**src/rtl/rf_cmd_sequencer.sv**
```systemverilog
// Command program buffer for the register-file ALU stage.
// Loads bytes over valid/ready, then replays them back-to-back for N passes.
module rf_cmd_sequencer #(
    parameter int DEPTH = 16,
    localparam int AW = $clog2(DEPTH)
) (
    input  logic          clk,
    input  logic          rst_n,
    input  logic [7:0]    in_data,
    input  logic          in_valid,
    output logic          in_ready,
    input  logic          run,
    input  logic [7:0]    rep_count,
    input  logic          clear,
    output logic [7:0]    cmd_out,
    output logic          cmd_valid,
    output logic          busy,
    output logic [AW:0]   prog_len,
    output logic          overflow
);

    typedef enum logic {
        LOAD = 1'b0,
        RUN  = 1'b1
    } state_t;

    localparam logic [AW:0] FULL = (AW+1)'(DEPTH);

    state_t        state_q, state_d;
    logic [AW:0]   len_q, len_d;
    logic [AW-1:0] pc_q, pc_d;
    logic [7:0]    passes_q, passes_d;
    logic [7:0]    cmd_out_q, cmd_out_d;
    logic          cmd_valid_q, cmd_valid_d;
    logic          overflow_q, overflow_d;
    logic          buf_we;
    logic [7:0]    buf_q [DEPTH];
    logic          last;

    assign in_ready  = (state_q == LOAD) && (len_q != FULL) && !run && !clear;
    assign busy      = (state_q == RUN);
    assign cmd_out   = cmd_out_q;
    assign cmd_valid = cmd_valid_q;
    assign prog_len  = len_q;
    assign overflow  = overflow_q;

    // pc wraps at the program length, not at the buffer size
    assign last = ({1'b0, pc_q} + (AW+1)'(1)) == len_q;

    always_comb begin
        state_d     = state_q;
        len_d       = len_q;
        pc_d        = pc_q;
        passes_d    = passes_q;
        cmd_out_d   = cmd_out_q;
        cmd_valid_d = 1'b0;
        overflow_d  = overflow_q;
        buf_we      = 1'b0;
        unique case (state_q)
            LOAD: begin
                if (clear) begin
                    len_d      = '0;
                    overflow_d = 1'b0;
                end else begin
                    if (in_valid && len_q == FULL) begin
                        overflow_d = 1'b1;
                    end
                    if (run && len_q != '0) begin
                        pc_d     = '0;
                        passes_d = rep_count;
                        state_d  = RUN;
                    end else if (in_valid && in_ready) begin
                        buf_we = 1'b1;
                        len_d  = len_q + (AW+1)'(1);
                    end
                end
            end
            RUN: begin
                // abort drops the command that would have issued this edge
                if (clear) begin
                    state_d = LOAD;
                end else begin
                    cmd_out_d   = buf_q[pc_q];
                    cmd_valid_d = 1'b1;
                    if (last) begin
                        pc_d = '0;
                        if (passes_q == 8'd0) begin
                            state_d = LOAD;
                        end else begin
                            passes_d = passes_q - 8'd1;
                        end
                    end else begin
                        pc_d = pc_q + AW'(1);
                    end
                end
            end
            default: state_d = LOAD;
        endcase
    end

    always_ff @(posedge clk) begin
        if (!rst_n) begin
            state_q     <= LOAD;
            len_q       <= '0;
            pc_q        <= '0;
            passes_q    <= '0;
            cmd_out_q   <= '0;
            cmd_valid_q <= 1'b0;
            overflow_q  <= 1'b0;
        end else begin
            state_q     <= state_d;
            len_q       <= len_d;
            pc_q        <= pc_d;
            passes_q    <= passes_d;
            cmd_out_q   <= cmd_out_d;
            cmd_valid_q <= cmd_valid_d;
            overflow_q  <= overflow_d;
        end
    end

    always_ff @(posedge clk) begin
        if (buf_we) begin
            buf_q[len_q[AW-1:0]] <= in_data;
        end
    end

endmodule
```
**config.mk**
```make
export PLATFORM = sky130hd
export DESIGN_NAME = rf_cmd_sequencer
export DESIGN_NICKNAME = d
export VERILOG_FILES = /design/src/rtl/rf_cmd_sequencer.sv
export SDC_FILE = /design/constraint.sdc
export NUM_CORES = 1
export LEC_CHECK = 0
export CAP_MARGIN = 0
export CORE_AREA = 5 5 116 118
export CTS_CLUSTER_DIAMETER = 30
export DETAILED_ROUTE_END_ITERATION = 7
export DIE_AREA = 0 0 121 123
export PLACE_DENSITY = 0.82
export SETUP_SLACK_MARGIN = 0.05
export SLEW_MARGIN = 10
export SYNTH_ARGS = -nofsm -noshare
export SYNTH_HDL_FRONTEND = slang
export SYNTH_SLANG_ARGS = --single-unit
export TNS_END_PERCENT = 1
```
**constraint.sdc**
```tcl
create_clock -name clk -period 3.89 [get_ports clk]
set_clock_uncertainty 0.2 [all_clocks]
set_input_delay 0.389 -clock clk [delete_from_list [all_inputs] [get_ports clk]]
set_output_delay 0.389 -clock clk [all_outputs]
set_load 0.005 [all_outputs]
```
# After elaboration in Yosys (flattened, before gate mapping)
# Memory sizes are Yosys's and may differ from the RTL's. A register that Yosys moved wholly into a read port is not among the register bits.
# Cells that the tools add are included.
op_classes:
  muxes: 29
  n_reduce_logical: 19
  addsub: 4
  n_eq_ne: 9
  bitwise_logic: 2
ops:
  columns: ["operator", "n"]
  rows:
  - ["8-bit two-way mux", 5]
  - ["4-bit two-way mux", 4]
  - ["8-bit one-hot mux with 2 select lines", 1]
  - ["5-bit two-way mux", 3]
  - ["1-bit two-way mux", 14]
  - ["8-bit zero test", 1]
  - ["2-bit inequality test (second input constant)", 4]
  - ["4-bit one-hot mux with 2 select lines", 1]
  - ["8-bit by 1-bit subtractor with 8-bit output (second input constant)", 1]
  - ["1-bit logical AND", 6]
  - ["2-bit AND reduction", 3]
  - ["3-bit AND reduction", 2]
  - ["4-bit by 1-bit adder with 5-bit output (second input constant)", 1]
  - ["5-bit by 1-bit adder with 5-bit output (second input constant)", 1]
  - ["5-bit == test", 1]
  - ["5-bit == test (second input constant)", 1]
  - ["5-bit inequality test (second input constant)", 1]
  - ["5-bit AND reduction", 1]
  - ["5-bit nonzero test", 1]
  - ["4-bit by 1-bit adder with 4-bit output (second input constant)", 1]
  - ["2-bit by 1-bit inequality test with 1-bit output (second input constant)", 2]
  - ["2-bit nonzero test", 2]
  - ["1-bit zero test", 3]
  - ["1-bit inverter", 2]
  - ["1-bit one-hot mux with 2 select lines", 1]
word_totals:
  wordCells: 70
  input_bits: 21
  memories: 1
  out_inout_bits: 17
  ram_bits: 128
  regBits: 20
mem_list:
  columns: ["memory", "words", "word_bits", "read_ports", "rd_ports_with_merged_regs", "write_ports", "line_no", "rtl"]
  rows:
  - ["buf_q", 16, 8, 1, 1, 1, "37", "logic [7:0] buf_q [DEPTH];"]

# Logic depth before layout (Yosys ltp)
# Gate-level depths: netlist (run 1).
logic_depth:
  depth_word: 11
  depth_mapped: 9
  mapped_depth_nobuf: 7

# Least setup slack after synthesis (run 1)
# Ideal clock, no wire load.
synth_path:
  path_kind: "register to register"
  start: "reg len_q[0], in the netlist prog_len[0]"
  end: "mem buf_q[2][0], enable pin"
  stages_incl_launch_ff: 7
  setup_slack_ns: 1.476
  arrival_time_ns: 1.830
  required_time_ns: 3.307
  n_path_buf: 0
  setup_time_ns: 0.383
  period_less_slack_ns: 2.414
  cell_sequence: "dfxtp_1 inv_1 ha_1 nand4bb_1 and3_1 nand2_1 nor3_1"
synth_via:
  elab_chain_cells: 11
  word_cells_on_any_way: 13
  classes_between: "1 x eq/ne; 6 x mux; 6 x reduce/logical"
synth_rtl:
  columns: ["element", "line_no", "rtl"]
  rows:
  - ["start: declaration", "30", "logic [AW:0] len_q, len_d;"]
  - ["start signal: assignment", "112", "len_q <= len_d;"]
  - ["5-bit inequality test", "40", "assign in_ready = (state_q == LOAD) && (len_q != FULL) && !run && !clear;"]
  - ["1-bit logical AND (3 in a row)", "40", null]
  - ["1-bit logical AND", "72", "end else if (in_valid && in_ready) begin"]
  - ["1-bit two-way mux", "72", null]
  - ["1-bit two-way mux", "68", "if (run && len_q != '0) begin"]
  - ["1-bit two-way mux", "61", "if (clear) begin"]
  - ["1-bit two-way mux", "59", "unique case (state_q)"]
  - ["1-bit two-way mux", "122", "if (buf_we) begin"]
  - ["1-bit two-way mux (implied by the code)", "123", "buf_q[len_q[AW-1:0]] <= in_data;"]
  - ["end: declaration", "37", null]
# Parallel ways exist; a longest one is shown, timed or not.

# Worst setup path after layout (run 1)
layout_path:
  start: "reg len_q[0], in the netlist prog_len[0]"
  end: "out in_ready"
layout_via:
  elab_chain_cells: 4
layout_rtl:
  columns: ["element", "line_no", "rtl"]
  rows:
  - ["5-bit inequality test", "40", null]
  - ["1-bit logical AND (3 in a row)", "40", null]
  - ["end: declaration", "11", "output logic in_ready,"]
# Every way passes these cells.

==> results by stage, run 1 <==
Status:
- The flow ran to the end, and the final reports show no timing, DRC or antenna violations.

Hold path:
- Along the worst hold path, the cell count comes to 2.
- For hold timing, the worst endpoint is cmd_out[0].
- The worst hold path belongs to the class reg2reg.
- The beginning of the worst hold path is cmd_out[0].

Route:
- After detailed routing, the total wire length is around 14 mm.
- In this run, the number of DRC markers left after iteration 0 of detailed routing was 437.
- The final route contains 3738 vias.
- Before antenna repair, the detailed router went through 6 iterations.
- The detail route stage leaves a number of antenna-violating nets equal to 0.
- After detailed routing, the number of vias per cell comes to around 6.0.
- In the routed design, unresolved DRC markers number 0.
- After detailed routing, the average wire length per cell comes to roughly 22 um.

Floorplan:
- The initial core utilization is approximately 53%.
- In this run the core area contains 41 standard-cell rows.
- In this run the count of I/O pins placed on the die edge is 38.
- The area of the placeable core is between 10000 and 15000 um^2.
- The die height is 123 um.
- The die area is about 15000 um^2.
- The width of the chip is ~120 um.

Timing:
- The final period demand of the worst path is ~2.8 ns.
- The fraction of the cycle the final worst path needs is between 70% and 80%.
- The worst slew margin relative to its limit is a little under half.
- After layout, the worst setup slack is 1.10 ns.
- The number of hold violations in the final report is 0.
- The number of failing setup endpoints in the final timing report is 0.
- At the pin with the least slew margin, the transition time is a little over 0.8 ns.
- Derived from the worst setup path, the maximum achievable clock frequency is between 300 and 400 MHz.
- Setup total negative slack on the finished layout was measured at 0 ns.
- The count of final max-slew check failures is 0.
- Setup repair after global routing left no endpoint under its margin.

Global route:
- The largest net degree at the start of global routing is 21.
- The total overflow left after global routing is 0.
- The via count of the first global-routing pass came to between 3000 and 4000.
- The first global-routing pass estimated about 22 mm of wire.
- The number of antenna violations at the first check in global routing is 0.
- The global-route usage over all layers is 20.1%.

Layout:
- The layout net count is between 400 and 500.
- The post-route netlist has between 10% and 20% of its cells at a drive strength greater than 1.
- At the end of the flow the core is filled with cells to between 60% and 70%.
- The number of antenna diodes in the final layout is 0.
- The growth of design area from synthesis to finish is 15.6%.

Logic synthesis:
- Averaged over all synthesized cells, the footprint is about 16 um^2.
- By area the synthesized netlist is led by sky130_fd_sc_hd__edfxtp_1 59%, sky130_fd_sc_hd__mux4_2 11%, sky130_fd_sc_hd__dfxtp_1 8.6%.
- The top flip-flop cell by instance count after synthesis is sky130_fd_sc_hd__edfxtp_1.
- The cell count after synthesis is 402.
- The synthesized design contains about 160 register bits.
- The cell area after synthesis is 6550 um^2.
- The synthesized design spends more area on one cell type than any other, namely sky130_fd_sc_hd__edfxtp_1.
- Sequential cells were found to cover 67.2% of the synthesized design area.
- Counting flops with a built-in enable in the synthesized netlist gives 128.
- The top cell type by area accounts for between 50 and 60% of the synthesized area.
- Counting flops with an async set or reset pin after synthesis yields a share of 0%.
- The number of distinct standard cells referenced by the synthesized netlist is 64.
- The number of nets handed over by synthesis was 430.
- The warning count from the yosys run is 0.

Placement:
- The half-perimeter wire length of the detailed placement result is around 8.8 mm.
- At the end of routability-driven placement, the weighted congestion stood at 0.850.
- The number of port buffers is 37.
- Timing analysis after detailed placement gives a worst setup slack of around 1.1 ns.

CTS:
- TritonCTS built the clock tree.
- The longest clock path from root to sink contains 2 buffers.
- The root buffer cell is sky130_fd_sc_hd__clkbuf_16.
- The number of buffers added by the clock tree synthesis step is 17.
- After clock tree synthesis, the clock-pin slew on the worst setup and hold paths is around 0.060 ns.
- The quantity of gates resized following cts is 0.
- The number of hold buffers added after CTS was 0.
- The number of setup buffers added after CTS is 0.
- Clock latency on the worst-skew pair, taken at its later pin, is 0.42 ns.
- The depth of the CTS H-tree is 4.
- The clock net in this run drives a total of ~160 sinks.

Power and ir drop:
- The total power per unit cell area is 455 nW/um^2.
- The power spent charging and discharging nets is just over 0.7 mW.
- The internal portion of the total power is 2.73 mW.
- The sequential fraction of design power is between 50% and 60%.
- Per report_power, the combinational group accounts for 2.7% of the total.
- The peak ir drop on the vdd network is around 250 uV.
- The clock network power share is 44.6%.
- Net switching is 20.8% of the power.
- The leakage power is approximately 2.4 nW.

Critical path:
- STA puts the critical path data arrival time at 2.20 ns.
- STA classifies the critical path endpoint as an output port.
- The required time of the critical path is around 3.3 ns.
- The largest fanout of any net on the critical path is 7.
- The setup slack on the worst flop-to-flop path is about 1.2 ns.
- The endpoint of the lowest-slack register-to-register path is buf_q[11][1].
- The critical path start-end classification is reg2out.
- The launching element type of the critical path is a register.
- The number of cell instances on the worst register-to-register path is 5.
- The startpoint of the most critical register-to-register path is prog_len[0].

Flow run:
- The max-capacitance violation count is 0.
## state kept, by name, indices dropped and copies added, names as in the netlist
signal and flops:
cmd_out 8, pc_q 4, cmd_valid 1, passes_q 8, prog_len 5, buf_q 128, overflow 1, busy 1
## worst max-delay path, cell delays in order, from the launching register on
cell                              delay (ns)
sky130_fd_sc_hd__dfxtp_1                0.49
sky130_fd_sc_hd__inv_1                  0.11
sky130_fd_sc_hd__ha_1                   0.28
sky130_fd_sc_hd__nand2_1                0.09
sky130_fd_sc_hd__nor3_1                 0.05
sky130_fd_sc_hd__nor4_1                 0.20
sky130_fd_sc_hd__clkdlybuf4s50_1        0.55
## worst max-delay path by stage
| stage | start | endpoint | slack (ns) | cells past startpoint |
|---|---|---|---|---|
| floorplan | prog_len[0] | buf_q[2][0] | 1.48 | 6 |
| detailed placement | clear | buf_q[9][4] | 1.07 | 5 |
| global route | prog_len[0] | in_ready | 0.98 | 6 |
| CTS | prog_len[0] | in_ready | 1.08 | 6 |
| global placement | clear | buf_q[15][4] | 1.14 | 4 |
| finish | prog_len[0] | in_ready | 1.10 | 6 |
## cells in the final DEF (no fill, tap or decap), types with 2 or more instances in the layout
master                            instances
sky130_fd_sc_hd__a22o_1                   8
sky130_fd_sc_hd__inv_1                    7
sky130_fd_sc_hd__inv_2                    2
sky130_fd_sc_hd__o22ai_1                  8
sky130_fd_sc_hd__o21ai_0                  5
sky130_fd_sc_hd__nor2_1                  28
sky130_fd_sc_hd__xnor2_1                  7
sky130_fd_sc_hd__ha_1                     7
sky130_fd_sc_hd__a221oi_1                 8
sky130_fd_sc_hd__buf_4                    7
sky130_fd_sc_hd__clkdlybuf4s50_1         37
sky130_fd_sc_hd__inv_6                    3
sky130_fd_sc_hd__nor2b_1                  7
sky130_fd_sc_hd__a211oi_1                 2
sky130_fd_sc_hd__edfxtp_1               128
sky130_fd_sc_hd__clkinvlp_4               3
sky130_fd_sc_hd__a31oi_1                  6
sky130_fd_sc_hd__clkbuf_1                 2
sky130_fd_sc_hd__a21oi_1                  7
sky130_fd_sc_hd__a32oi_1                  3
sky130_fd_sc_hd__clkbuf_16               17
sky130_fd_sc_hd__or3_1                    3
sky130_fd_sc_hd__clkinv_4                 3
sky130_fd_sc_hd__a211oi_2                 2
sky130_fd_sc_hd__a211o_1                  2
sky130_fd_sc_hd__nand2_1                 23
sky130_fd_sc_hd__o211ai_1                 3
sky130_fd_sc_hd__nor3_1                   9
sky130_fd_sc_hd__nand3_1                  5
sky130_fd_sc_hd__clkinv_1                 2
sky130_fd_sc_hd__and3_1                   2
sky130_fd_sc_hd__nand4_1                  3
sky130_fd_sc_hd__dfxtp_1                 27
sky130_fd_sc_hd__mux4_2                  32
sky130_fd_sc_hd__o31ai_1                  3
## cell type report
| cell class | instances | area (um^2) |
|---|---|---|
| fillers | 870 | 4790 |
| clock buffers | 19 | 433 |
| flip-flops and latches | 156 | 4410 |
| well taps | 172 | 215 |
| clock inverters | 13 | 118 |
| inverters | 9 | 33.8 |
| multi-input cells | 213 | 1950 |
| repair buffers | 44 | 423 |
## power by group through the flow
stage | clock (mW) | combinational, mW | sequential (mW)
after floorplan | 0 | 0.0393 | 1.85
after global placement | 0 | 0.0906 | 1.85
after detailed placement | 0 | 0.0938 | 1.85
after CTS | 1.55 | 0.0948 | 1.81
after global routing | 1.63 | 0.103 | 1.81
final | 1.54 | 0.0943 | 1.81
## synthesized netlist by cell type (4+ instances only)
library cell and number:
sky130_fd_sc_hd__dfxtp_1 28, sky130_fd_sc_hd__a31oi_1 6, sky130_fd_sc_hd__ha_1 7, sky130_fd_sc_hd__buf_6 6, sky130_fd_sc_hd__a22o_1 8, sky130_fd_sc_hd__clkbuf_1 4
sky130_fd_sc_hd__o22ai_1 8, sky130_fd_sc_hd__o21ai_0 5, sky130_fd_sc_hd__buf_2 7, sky130_fd_sc_hd__a21oi_1 7, sky130_fd_sc_hd__nor3_1 9, sky130_fd_sc_hd__mux4_2 32
sky130_fd_sc_hd__nor2b_1 7, sky130_fd_sc_hd__nor2_1 28, sky130_fd_sc_hd__xnor2_1 7, sky130_fd_sc_hd__a221oi_1 8, sky130_fd_sc_hd__nand3_1 5, sky130_fd_sc_hd__edfxtp_1 128
sky130_fd_sc_hd__inv_1 7, sky130_fd_sc_hd__nand2_1 23
## per-layer routing
metal,vias to the layer above,routed length (um),GRT usage (%)
li1,1691,-,-
met1,1842,5920,27.7
met2,182,6580,31.3
met3,23,929,4.67
met4,0,287,8.07
met5,-,0,0
## stage by stage
stage	instances	total power, mW	cell area [um^2]	hold WS (ns)
floorplan	402	1.89	6550	0.261
finish	626	3.45	7580	0.277
CTS	626	3.46	7580	0.281
detailed placement	594	1.94	7030	0.264
global route	626	3.55	7580	0.304
global placement	594	1.94	7030	0.258
## logic make-up (layout without fill, tap and decap cells)
family	Yosys count	in the layout	synth area share (%)
buffers and inverters	33	85	3.05
and+or+nand+nor	94	94	7.29
AOI/OAI and AO/OA	70	70	8.65
DFF	156	156	67.2
xor gates and xnor gates	9	9	1.32
adders and majority gates	7	7	1.34
muxes	33	33	11.1
(Power assumes the default switching activity.)
==> run 2: changes to the inputs <==
==> constraint.sdc (replaced) <==
create_clock -name clk -period 2.9 [get_ports clk]
set_clock_uncertainty 0.2 [all_clocks]
set_input_delay 0.29 -clock clk [delete_from_list [all_inputs] [get_ports clk]]
set_output_delay 0.29 -clock clk [all_outputs]
set_load 0.005 [all_outputs]
==> run 2 against run 1 <==
Total power rose by 44%. Non-clock buffer count rose by 16. First-iteration DRC count fell by 0.69%. Critical path type unchanged. Largest cell class unchanged.
==> results by stage, run 2 (synthesis gave the netlist of run 1 again) <==
Status:
- The flow ran to the end, and the final reports show no timing, DRC or antenna violations.

Route:
- The final routed wirelength across all metal layers is 14.1 mm.
- The post-detailed-route DRC marker count is 0.
- The routed layout has between 3000 and 4000 vias.
- The number of optimization iterations in the first detailed-route pass is 7.
- The mean number of vias per cell is approximately 6.0.
- The number of nets still failing antenna checks after routing is 0.
- The violation count after the first detailed-route iteration is ~430.
- Dividing the detail-routed wire length by the instance count gives around 22 um.

Floorplan:
- The die covers ~15000 um^2.
- The width of the chip is 121 um.
- The die height is 123 um.
- 38 I/O pins were placed.
- The initial core utilization is 53.0%.
- The placement row count is 41.
- The area of the placeable core is between 10000 and 15000 um^2.

Critical path:
- STA puts the critical path data required time at 2.41 ns.
- The cell at the slowest stage of the critical path is sky130_fd_sc_hd__clkdlybuf4s50_1.
- The critical path starts at prog_len[0].
- The critical path start-end classification is reg2out.
- The largest fanout of any net on the critical path is 7.
- The number of cell instances on the worst register-to-register path is 7.
- In this run the worst setup path terminates at in_ready.
- The arrival time of the worst setup path is 2.11 ns.
- The endpoint of the lowest-slack register-to-register path is passes_q[6].
- The startpoint of the most critical register-to-register path is prog_len[0].
- The setup check on the worst reg-to-reg path leaves a slack of between 0.3 and 0.4 ns.
- In this design, the stage delay of the slowest critical-path cell is around 0.55 ns.
- Walking the worst path, the cells encountered are inv_1 -> ha_1 -> nand2_1 -> nor3_1 -> nor4_1 -> clkdlybuf4s50_1.
- STA classifies the critical path endpoint as an output port.
- The launching element type of the critical path is a register.

Timing:
- Headroom to the max-slew limit came out at a little over half.
- Setup repair after global routing left no endpoint under its margin.
- The number of hold violations in the final report came to 0.
- Setup violations remaining at the end of the flow were counted as 0.
- The worst hold-check slack is ~0.27 ns.
- Dividing the final minimum period by the clock period gives roughly nine tenths.
- For the pin with the worst max-slew slack, the measured transition is between 0.7 and 0.8 ns.
- The count of final max-slew check failures is 0.
- Counting I/O delays and the setup requirement, the final critical path takes 2.60 ns.
- The total negative slack is 0 ns.
- Timing would allow up to 385 MHz.

CTS:
- The clock latency at the later pin of the worst-skew pair is 0.42 ns.
- The number of buffers added by the clock tree synthesis step is 17.
- The longest clock path from root to sink contains 2 buffers.
- The number of hold buffers added after CTS was 0.
- Post-CTS timing repair inserted 0 buffers for setup.
- The clock transition at the registers of the reported paths is about 0.060 ns.
- In this run, post-CTS repair resized a total of 0 instances.
- The depth of the CTS H-tree is 4.
- TritonCTS built the clock tree.
- The root buffer cell is sky130_fd_sc_hd__clkbuf_16.
- The clock drives 156 sinks.

Layout:
- The number of fill cells in the layout is between 800 and 900.
- The register with the most flip-flops in the layout has 128 of them.
- The number of antenna diodes in the final layout is 0.
- From synthesis to final layout, the design area changed by 19.6%.
- In the layout the commonest cells are 128 x sky130_fd_sc_hd__edfxtp_1, 37 x sky130_fd_sc_hd__clkdlybuf4s50_1, 32 x sky130_fd_sc_hd__mux4_2, 28 x sky130_fd_sc_hd__nor2_1, 27 x sky130_fd_sc_hd__dfxtp_1.
- The leading cell type in the layout, fill and taps excluded is sky130_fd_sc_hd__edfxtp_1.
- The non-filler instance count after layout is 642.
- The layout net count is 485.
- Of the cells placed in the final design, the portion with a size suffix greater than 1 is a little over a fifth.
- The design area is 7840 um^2.

Global route:
- The total overflow left after global routing is 0.
- The number of antenna violations at the first check in global routing is 0.
- The global-route usage over all layers is about a fifth.
- The wire length of the first global-routing pass is between 20 and 25 mm.
- The largest net degree at the start of global routing is 23.
- The via count of the first global-routing pass is 3895.

Placement:
- The placed instance count is 610.
- Summing all placed instances gives a cell area of around 7200 um^2.
- The weighted congestion reported at the end of routability-driven placement is roughly 0.86.
- The number of port buffers is 37.
- The half-perimeter wire length of the detailed placement result is 9.15 mm.

Hold path:
- The tightest min-delay check is of the reg2reg type.

Power and ir drop:
- In this run the static leakage power is 2.54 nW.
- The total power per unit cell area is ~630 nW/um^2.
- The peak ir drop on the vdd network is 647 uV.
- The total power consumption of the routed design is roughly 5.0 mW.

Flow run:
- Across the run, the number of max-cap violations was 0.
==> run 2: cell count changes in the layout (fill, tap and decap cells not counted), sizes merged <==
cell / previous run / this run
clkinv: 6 / 2
clkinvlp: 3 / 1
inv: 12 / 10
clkbuf: 19 / 27
buf: 7 / 23
==> run 2: cell type report <==
class / instances / area, um^2 / area share [%]
clock buffers: 27 / 621 / 7.92
flip-flops and latches: 156 / 4410 / 56.2
well taps: 172 / 215 / 2.75
clock inverters: 5 / 56.3 / 0.719
multi-input cells: 213 / 1950 / 24.9
repair buffers: 60 / 556 / 7.09
inverters: 9 / 33.8 / 0.431
==> run 2: layer usage <==
metal	share of wire (%)	vias up	track usage, %
li1	-	1723	-
met1	40	1957	25.7
met2	52	152	34.1
met3	6.8	24	7.09
met4	2.1	0	7.44
met5	0	-	0
==> run 2: worst min path at each step <==
stage / from / to / slack, ns / cells after the start
after floorplan: in_data[0] / buf_q[0][0] / 0.19 / 0
after global placement: cmd_out[6] / cmd_out[6] / 0.26 / 2
after detailed placement: cmd_out[3] / cmd_out[3] / 0.26 / 2
after CTS: cmd_out[3] / cmd_out[3] / 0.27 / 2
after global routing: cmd_out[3] / cmd_out[3] / 0.30 / 2
final: cmd_out[3] / cmd_out[3] / 0.27 / 2
==> run 2: where the power goes <==
| group | total (mW) | switching [mW] | internal (mW) | leakage, nW |
|---|---|---|---|---|
| sequential | 2.43 | 0.00568 | 2.43 | 1.38 |
| combinational | 0.125 | 0.0718 | 0.0528 | 0.826 |
| clock | 2.41 | 0.846 | 1.56 | 0.333 |
==> run 2: critical path: cells and delay by family, from the launching register on <==
| kind | cells | cell delay, ns |
|---|---|---|
| adders and majority gates | 1 | 0.25 |
| DFF | 1 | 0.48 |
| and+or+nand+nor | 3 | 0.32 |
| buffers and inverters | 2 | 0.66 |
==> run 2: metrics by stage <==
| stage | utilization, % | setup slack [ns] |
|---|---|---|
| after floorplan | - | 0.486 |
| after global placement | 57.9 | 0.492 |
| after detailed placement | 57.9 | 0.397 |
| after CTS | 63.4 | 0.269 |
| after global routing | 63.4 | 0.106 |
| final | 63.4 | 0.300 |
==> run 3: changes to the inputs <==
--- a/config.mk
+++ b/config.mk
@@ -6,10 +6,10 @@
 export NUM_CORES = 1
 export LEC_CHECK = 0
 export CAP_MARGIN = 0
-export CORE_AREA = 5 5 116 118
+export CORE_AREA = 5 5 111 123
 export CTS_CLUSTER_DIAMETER = 30
 export DETAILED_ROUTE_END_ITERATION = 7
-export DIE_AREA = 0 0 121 123
+export DIE_AREA = 0 0 116 128
 export PLACE_DENSITY = 0.82
 export SETUP_SLACK_MARGIN = 0.05
 export SLEW_MARGIN = 10
==> run 3 against run 2 <==
Cell count down 2.6%. Total power down 3.7%. Routed wire length down 0.12%. Sequential cell count unchanged. Hold slack better by 0.0073 ns. Via count up 0.29%. Maximum frequency down 0.40%. Global-route usage down 0.20 points. Setup slack worse by 0.010 ns. Die area down 0.24%. Clock-buffer cell count down 9. Critical endpoint unchanged.
==> results by stage, run 3 (synthesis gave the netlist of run 1 again) <==
Critical path:
- The launching element type of the critical path is a register.
- The largest fanout of any net on the critical path is 7.
- The startpoint of the worst setup timing path is prog_len[0].
- The startpoint identified for the worst register-to-register timing path is prog_len[0].
- The required time of the critical path is 2.41 ns.
- STA classifies the critical path endpoint as an output port.
- The worst setup path is of the reg2out kind.
- Data on the critical path arrives at its endpoint at 2.12 ns.
- The number of cell instances on the worst register-to-register path is 7.

Power and ir drop:
- Net switching is 19.8% of the power.
- For this design the ratio of total power to cell area is about 620 nW/um^2.
- The sequential fraction of design power is 50.9%.
- Of the total power, the clock network draws approximately 47%.
- In this run, the combinational gates consume ~2.6% of the power.
- The power spent charging and discharging nets is 0.947 mW.
- The internal cell power is approximately 3.8 mW.
- VDD sags by at most roughly 460 uV.
- The leakage power is about 2.5 nW.

Route:
- For this run, the detailed router's first-pass iteration total came to 5.
- Dividing the detail-routed wire length by the instance count gives 22.6 um.
- The violation count after the first detailed-route iteration is 460.
- The mean number of vias per cell is 6.19.
- The total number of vias is about 3900.
- The final routed wirelength across all metal layers is between 10 and 15 mm.
- After detailed routing, the number of remaining DRC violations is 0.
- In this run the remaining antenna-violating nets after routing total 0.

Layout:
- The layout net count is 483.
- Leaving out fill and tap cells, the most frequent cell in the layout is sky130_fd_sc_hd__edfxtp_1.
- The antenna diode count is 0.
- The flip-flop count of the largest register after layout is roughly 130.
- Summing all multi-input logic gate instances after layout gives between 1500 and 2000 um^2.
- The area growth from synthesis to layout is 17.7%.
- In the layout the commonest cells are 128 x sky130_fd_sc_hd__edfxtp_1, 37 x sky130_fd_sc_hd__clkdlybuf4s50_1, 32 x sky130_fd_sc_hd__mux4_2, 28 x sky130_fd_sc_hd__nor2_1, 27 x sky130_fd_sc_hd__dfxtp_1.
- Fill cells in the final layout number ~890.
- The sequential cells in the finished layout cover a total of about 4400 um^2.
- In the final layout, the share of cells above drive strength 1 is 20.9%.

Placement:
- The wire-length estimate of the detail-placed layout is between 8 and 9 mm.
- The count of buffers added on input and output ports is 37.
- Routability-driven placement finished with a final weighted congestion of ~0.86.

Timing:
- Measured against its own limit, the worst slew margin works out to ~52%.
- The smallest clock period supported by the final layout is computed as 2.61 ns.
- The transition at the pin with the smallest max-transition slack is slightly above 0.7 ns.
- The number of hold violations in the final report came to 0.
- Based on the critical path, the design can be clocked at up to 383 MHz.
- The total negative slack is 0 ns.
- The final critical path takes up between 90% and 100% of the cycle.
- Setup repair after global routing left no endpoint under its margin.
- The count of final max-slew check failures is 0.
- The number of failing setup endpoints in the final timing report is 0.
- Final hold analysis gives a worst-case slack of 0.278 ns.

Hold path:
- Along the worst hold path, the cell count comes to 2.
- The beginning of the worst hold path is cmd_out[3].
- The class of the tightest hold or removal check is reg2reg.

CTS:
- The clock latency at the later pin of the worst-skew pair is between 0.4 and 0.5 ns.
- TritonCTS built the clock tree.
- The clock passes through at most 2 buffers.
- The depth of the CTS H-tree is 4.
- The number of setup buffers added after CTS is 0.
- The number of buffers added by the clock tree synthesis step is 17.
- The clock transition at the registers of the reported paths is about 0.06 ns.
- The root buffer cell is sky130_fd_sc_hd__clkbuf_16.
- After clock tree synthesis, the flow added hold-fix buffers numbering 0.
- The quantity of gates resized following cts is 0.
- The total number of clock tree sinks is 156.

Floorplan:
- The die height is between 100 and 150 um.
- The core region is around 12000 um^2.
- The initial utilization of the core area, before any placement, comes to 53.0%.
- The width of the chip is roughly 120 um.
- The die area is 14800 um^2.
- The I/O pin total is 38.
- The placement row count is 43.

Global route:
- The number of antenna violations at the first check in global routing is 0.
- The global-route usage over all layers is between 20% and 30%.
- The via count of the first global-routing pass came to 3954.
- The total global routing overflow is 0.
- The largest net degree at the start of global routing is 35.
- The first global-routing pass estimated about 22 mm of wire.

Flow run:
- The max-capacitance violation count is 0.

Status:
- The run finished with clean final reports.
[run 3: worst max-delay path: stages, from the launching register on]
cell and delay [ns]:
sky130_fd_sc_hd__dfxtp_1 0.47, sky130_fd_sc_hd__inv_1 0.10, sky130_fd_sc_hd__ha_1 0.25, sky130_fd_sc_hd__nand2_1 0.08
sky130_fd_sc_hd__nor3_1 0.05, sky130_fd_sc_hd__nor4_1 0.20, sky130_fd_sc_hd__clkdlybuf4s50_1 0.55
[run 3: stage by stage]
| step | setup slack, ns | power, mW | util [%] | std cells | instance area, um^2 |
|---|---|---|---|---|---|
| floorplan | 0.486 | 2.53 | - | 402 | 6550 |
| global placement | 0.488 | 2.60 | 57.5 | 593 | 7110 |
| detailed placement | 0.363 | 2.60 | 57.5 | 593 | 7110 |
| CTS | 0.285 | 4.81 | 62.3 | 625 | 7710 |
| global route | 0.108 | 4.94 | 62.3 | 625 | 7710 |
| finish | 0.289 | 4.78 | 62.3 | 625 | 7710 |
[run 3: power groups by stage]
stage                     Combinational (mW)  Clock (mW)  Sequential (mW)
final                                  0.124        2.23             2.43
after global routing                   0.135        2.38             2.43
after CTS                              0.124        2.26             2.43
after detailed placement               0.122           0             2.48
after global placement                 0.117           0             2.48
after floorplan                       0.0527           0             2.48
[run 3: worst paths after layout]
path	to	slack, ns
worst min register to register	cmd_out[3]	0.28
worst max register to register	passes_q[6]	0.36
worst min-delay path	cmd_out[3]	0.28
worst max-delay path	in_ready	0.29
[run 3: final cells by class]
class	instances	share of cell area [%]
sequential	156	57.1
inverter	9	0.438
clock buffer	18	5.57
multi-input combinational	213	25.3
clock inverter	14	2.19
tap	157	2.55
timing repair buffer	58	6.85
[run 3: layer usage]
metal	vias up	part of all wire (%)	routed length, um	global-route usage (%)
met1	1953	40	5640	27.0
li1	1720	-	-	-
met2	168	50	7060	33.5
met4	0	3.0	418	7.78
met3	26	7.0	991	4.49
met5	-	0	0	0
